`config.mk`:
```
export PLATFORM = sky130hd
export DESIGN_NAME = uart_tx_serializer
export DESIGN_NICKNAME = d
export VERILOG_FILES = /design/src/rtl/uart_tx_serializer.sv
export SDC_FILE = /design/constraint.sdc
export NUM_CORES = 1
export LEC_CHECK = 0
export CORE_MARGIN = 3
export CORE_UTILIZATION = 25
export DETAILED_ROUTE_END_ITERATION = 10
export GPL_TIMING_DRIVEN = 0
export PLACE_DENSITY = 0.45
export SYNTH_ARGS = -nofsm -noshare
export SYNTH_HDL_FRONTEND = slang
export SYNTH_SLANG_ARGS = --single-unit
```
`constraint.sdc`:
```
create_clock -name clk -period 2.5 [get_ports clk]
set_clock_uncertainty 0.2 [all_clocks]
set_input_delay 0.375 -clock clk [delete_from_list [all_inputs] [get_ports clk]]
set_output_delay 0.375 -clock clk [all_outputs]
set_load 0.01 [all_outputs]
```
`src/rtl/uart_tx_serializer.sv`:
```
// 8N1-style serializer: one start bit, DATA_BITS payload bits LSB first, one stop bit, CLK_DIV clocks per bit.
// Line goes low one cycle after tx_start is accepted; requests arriving while busy are dropped, not queued.
module uart_tx_serializer #(
   parameter int CLK_DIV   = 5208,
   parameter int DATA_BITS = 8
) (
   input  logic                 clk,
   input  logic                 rst,
   input  logic                 tx_start,
   input  logic [DATA_BITS-1:0] tx_data,
   output logic                 tx,
   output logic                 busy,
   output logic                 tx_done
);

   localparam int BAUD_W = (CLK_DIV > 1) ? $clog2(CLK_DIV) : 1;
   localparam int BIT_W  = $clog2(DATA_BITS + 1);

   localparam logic [BAUD_W-1:0] BAUD_LAST = BAUD_W'(CLK_DIV - 1);
   localparam logic [BAUD_W-1:0] BAUD_ONE  = BAUD_W'(1);
   localparam logic [BIT_W-1:0]  BIT_LAST  = BIT_W'(DATA_BITS - 1);
   localparam logic [BIT_W-1:0]  BIT_ONE   = BIT_W'(1);

   typedef enum logic [1:0] {
      S_IDLE  = 2'd0,
      S_START = 2'd1,
      S_DATA  = 2'd2,
      S_STOP  = 2'd3
   } state_t;

   state_t               r_state;
   logic [BAUD_W-1:0]    r_baud;
   logic [BIT_W-1:0]     r_bit;
   logic [DATA_BITS-1:0] r_shift;
   logic                 r_tx;
   logic                 r_busy;
   logic                 r_done;

   state_t               w_state;
   logic [BAUD_W-1:0]    w_baud;
   logic [BIT_W-1:0]     w_bit;
   logic [DATA_BITS-1:0] w_shift;
   logic                 w_tx;
   logic                 w_busy;
   logic                 w_done;
   logic                 w_baud_end;

   assign w_baud_end = (r_baud == BAUD_LAST);

   // Every output is computed one cycle ahead so it can leave straight from a flop.
   always_comb begin
      w_state = r_state;
      w_baud  = r_baud;
      w_bit   = r_bit;
      w_shift = r_shift;
      w_tx    = r_tx;
      w_busy  = r_busy;
      w_done  = 1'b0;
      case (r_state)
         S_IDLE: begin
            w_tx   = 1'b1;
            w_busy = 1'b0;
            if (tx_start) begin
               w_state = S_START;
               w_baud  = '0;
               w_bit   = '0;
               w_shift = tx_data;
               w_tx    = 1'b0;
               w_busy  = 1'b1;
            end
         end
         S_START: begin
            if (w_baud_end) begin
               w_state = S_DATA;
               w_baud  = '0;
               w_tx    = r_shift[0];
            end else begin
               w_baud = r_baud + BAUD_ONE;
            end
         end
         S_DATA: begin
            if (w_baud_end) begin
               w_baud  = '0;
               w_shift = r_shift >> 1;
               w_bit   = r_bit + BIT_ONE;
               if (r_bit == BIT_LAST) begin
                  w_state = S_STOP;
                  w_tx    = 1'b1;
               end else begin
                  w_tx = r_shift[1];
               end
            end else begin
               w_baud = r_baud + BAUD_ONE;
            end
         end
         S_STOP: begin
            w_tx = 1'b1;
            if (w_baud_end) begin
               w_state = S_IDLE;
               w_baud  = '0;
               w_busy  = 1'b0;
               w_done  = 1'b1;
            end else begin
               w_baud = r_baud + BAUD_ONE;
            end
         end
         default: begin
            w_state = S_IDLE;
            w_tx    = 1'b1;
            w_busy  = 1'b0;
         end
      endcase
   end

   always_ff @(posedge clk) begin
      if (rst) begin
         r_state <= S_IDLE;
         r_baud  <= '0;
         r_bit   <= '0;
         r_shift <= '0;
         r_tx    <= 1'b1;
         r_busy  <= 1'b0;
         r_done  <= 1'b0;
      end else begin
         r_state <= w_state;
         r_baud  <= w_baud;
         r_bit   <= w_bit;
         r_shift <= w_shift;
         r_tx    <= w_tx;
         r_busy  <= w_busy;
         r_done  <= w_done;
      end
   end

   assign tx      = r_tx;
   assign busy    = r_busy;
   assign tx_done = r_done;

endmodule

```
==> summary by stage <==
Placement
After detailed placement, the design holds a cell count of roughly 280. After legalization and detailed placement, the total HPWL measured between 2000 and 3000 um. Prior to clock tree synthesis, the placed netlist has a worst setup slack of -0.0203 ns.

The total of buffers placed on input and output ports is 13. The last weighted congestion value of the routability-driven placer is between 0.7 and 0.8.

Global routing
The global routing usage summed across all routing layers is 0.115. The initial antenna violation count is 0. The via count of the first global-routing pass is around 1400. The total grt overflow is 0. The met3 capacity usage during global routing is 0.0292. The global-route wire length before repair is roughly 6900 um. In this run the most used layer during global routing was met2. The met1 track utilization from global routing is 0.143.

The met2 usage in global routing is 0.190. Entering global routing, the biggest net connects 11 pins.

Min path
The class of the tightest hold or removal check is register to register. The worst hold path terminates at r_shift[5]. The startpoint identified for the worst hold timing path is r_shift[5]. The number of instances on the worst hold path is 2.

Clock network
The CTS tree is done. Once the clock tree was built, the setup fixing pass inserted 0 buffers. CTS placed an instance of clkbuf_8 at the clock tree root. The total clock buffers created by CTS is 5.

The number of H-tree branching levels is 2. The clock latency on the worst-skew pair is around 0.28 ns. The buffer depth of the longest clock path is 2. After clock tree synthesis, the clock-pin slew on the worst setup and hold paths is approximately 0.060 ns. The total clock sinks is 30.

Critical path
The worst endpoint data arrival time is 2.26 ns. The worst setup path is launched from a register. For flop-to-flop paths, the worst setup slack is between 0.2 and 0.25 ns. The buffers plus inverters on the worst setup path is 3. The setup path with the least slack is of type register to register. Traced cell by cell, the critical path runs through inv_1 > ha_1 > buf_2 > clkbuf_1 > mux2i_1 > or3_2 > a21oi_1. The slowest stage of the critical path belongs to the cell clkbuf_1. The worst register-to-register path begins at r_state[0]. The worst path required time is ~2.5 ns. The type of element capturing the critical path is a register. The cell depth of the worst flop-to-flop path is 7. The cell family contributing the most delay on the critical path is buffers and inverters. The maximum fanout count along the critical path is 10.

The highest cell delay on the worst timing path is about 0.52 ns. The endpoint identified for the worst register-to-register timing path is r_shift[4].

Synthesis
The number of distinct library cells after synthesis is 48. The most used flip-flop cell after synthesis is dfxtp_1. Counting every net in the synthesized netlist gives 211. The count of yosys warnings during synthesis is 0. The number of enable flip-flop cells after synthesis is 0. In the synthesized netlist, the number of instances is 194. Of all flip-flops after synthesis, the portion carrying an async set or reset was 0. The average footprint of a synthesized cell is 8.69 um^2. The register bit total from synthesis is 30.

The summed instance area of the synthesized netlist is between 0.0015 and 0.002 mm^2. The sequential element share of the synthesized area is 0.356.

Floorplanning
The area of the die is between 0.007 and 0.008 mm^2. The region available for standard cell placement spans around 0.0065 mm^2. The I/O pin count is 14. In this run the vertical extent of the chip is about 90 um. The initial utilization of the core area, before any placement, comes to 0.261. The die is roughly 88 um wide. Row generation in the floorplan step produced 29 rows.

STA
The worst-case headroom to the max-slew limit is 0.473. Adding up every negative setup slack in the final design gives 0 ns. Setup repair after global routing left no endpoint under its margin.

The number of max-slew violations in the final report is 0. For the pin with the worst max-slew slack, the measured transition is about 0.8 ns. In the finished design, the share of the clock period the worst path needs comes to 0.902. The final critical path time including I/O delays and setup is roughly 2.3 ns. The tightest hold path in the finished design has a slack of 0.273 ns. The final worst slack is between 0.2 and 0.25 ns. Setup violations remaining at the end of the flow were counted as 0. The number of failing hold endpoints at the final stage is 0. For this run, the top clock speed supported by timing is approximately 0.44 GHz.

Layout
Leaving out filler cells and counting taps, the final layout contains just under 300. At the end of the flow, the number of nets in the layout was 231. The number of antenna diodes in the final layout is 0. The share of layout cells above drive strength 1 is 0.113. Compared with the post-synthesis result, the final layout area differs by 19.2%.

Detailed routing
The via count is ~1500. Summed over all layers, the routed wires come to 4130 um. The violation count after the first detailed-route iteration is 80.

The average vias per placed instance is approximately 5.1. In this run the remaining antenna-violating nets after routing total 0. After detailed routing, the average wire length per cell comes to 14.3 um.

After detailed routing, the number of remaining DRC violations is 0. The number of detailed-routing iterations run before antenna repair is 4.

Outcome
The run finished with clean final reports.

Power
Dividing total power by cell area gives a power density of roughly 850 mW/mm^2. IR analysis of the VDD net gives a maximum drop of approximately 0.27 mV. The leakage power figure is approximately 0.00071 uW.

Run
The tool flagged a number of max-cap violations equal to 0.
==> metal layers <==
| layer | share of wire | vias up |
|---|---|---|
| li1 | - | 758 |
| met1 | 0.50 | 687 |
| met2 | 0.46 | 15 |
| met3 | 0.030 | 5 |
| met4 | 0.011 | 0 |
| met5 | 0 | - |
==> final cells by class <==
cell class	count	area, um^2
plain buffers	12	78.8
well taps	77	96.3
flip-flops and latches	30	601
multi-input cells	145	995
inverters	7	26.3
fillers	696	4450
clock buffers	6	82.6
repair buffers	13	130
==> worst max-delay path by stage <==
stage / from / end / slack, ns / cells past startpoint
after floorplan: r_state[0] / r_baud[10] / 0.39 / 8
after global placement: rst / r_baud[10] / -0.01 / 6
after detailed placement: rst / r_baud[10] / -0.02 / 6
after CTS: r_state[0] / r_baud[10] / 0.05 / 8
after global routing: r_state[0] / r_baud[10] / 0.07 / 8
final: r_state[0] / r_shift[4] / 0.24 / 7
==> cells in the mapped netlist, types with 2 or more instances <==
| cell | number | share of area |
|---|---|---|
| or3_2 | 4 | 0.018 |
| nand2_1 | 15 | 0.033 |
| xnor2_1 | 2 | 0.010 |
| a31oi_1 | 9 | 0.033 |
| ha_1 | 6 | 0.045 |
| nand3b_1 | 3 | 0.013 |
| nand4_1 | 4 | 0.015 |
| o31ai_1 | 2 | 0.0089 |
| a21oi_1 | 17 | 0.050 |
| nor3_1 | 2 | 0.0059 |
| buf_2 | 3 | 0.0089 |
| and3_1 | 3 | 0.011 |
| nor2_1 | 10 | 0.022 |
| buf_6 | 4 | 0.027 |
| clkbuf_1 | 4 | 0.0089 |
| or4_1 | 2 | 0.0089 |
| a22o_1 | 3 | 0.016 |
| and4_1 | 2 | 0.010 |
| nand3_1 | 12 | 0.036 |
| dfxtp_1 | 30 | 0.36 |
| inv_1 | 7 | 0.016 |
| o21ai_0 | 10 | 0.030 |
| a21o_1 | 2 | 0.0089 |
| o211ai_1 | 2 | 0.0089 |
| mux2i_1 | 10 | 0.059 |
| or3_1 | 4 | 0.015 |
==> cell usage in the layout (no fill, tap or decap), drive strengths merged, types with 4 or more instances in the layout <==
cell type / instances
nand4: 4
nand2: 15
clkbuf: 10
mux2i: 10
a21oi: 17
dfxtp: 30
ha: 6
or3: 8
inv: 7
nand3: 12
a31oi: 10
clkdlybuf4s50: 13
buf: 8
o21ai: 10
nor2: 10
==> sequential cells by signal, summed over array words and instances (netlist names) <==
name     count
r_state      2
r_shift      8
busy         1
r_baud      13
r_bit        4
tx           1
tx_done      1
==> stage by stage <==
| stage | utilization | cell area, um^2 | total power (uW) |
|---|---|---|---|
| after floorplan | - | 1690 | 1140 |
| after global placement | 0.296 | 1910 | 1330 |
| after detailed placement | 0.296 | 1910 | 1330 |
| after CTS | 0.309 | 1990 | 1740 |
| after global routing | 0.311 | 2010 | 1860 |
| final | 0.311 | 2010 | 1720 |
==> logic make-up (layout without fill, tap and decap cells) <==
logic type / after synthesis / in the layout / share of synthesized area
and+or+nand+nor: 71 / 71 / 0.246
AOI/OAI and AO/OA: 55 / 55 / 0.215
buffers and inverters: 19 / 38 / 0.0624
muxes: 11 / 11 / 0.0661
DFF: 30 / 30 / 0.356
xor gates and xnor gates: 2 / 2 / 0.0104
adders and majority gates: 6 / 6 / 0.0445
==> report_power, final <==
| group | total [uW] | switching (uW) | internal, uW |
|---|---|---|---|
| clock network | 389 | 177 | 212 |
| logic | 721 | 412 | 309 |
| registers | 608 | 52.4 | 556 |
| total | 1720 | 641 | 1080 |
==> worst register-to-register path, cell delays in order (launching register included) <==
cell,delay [ns]
dfxtp_1,0.34
inv_1,0.09
ha_1,0.14
buf_2,0.18
clkbuf_1,0.52
mux2i_1,0.15
or3_2,0.42
a21oi_1,0.15
==> repair_timing <==
| item | CTS | global route |
|---|---|---|
| hold buffers | 0 | 0 |
| resized for setup | 0 | 2 |
| endpoints found under the setup margin | 0 | 9 |
| endpoints found under the hold margin | 0 | 0 |
Note: power is estimated with default switching activity, not from simulation.
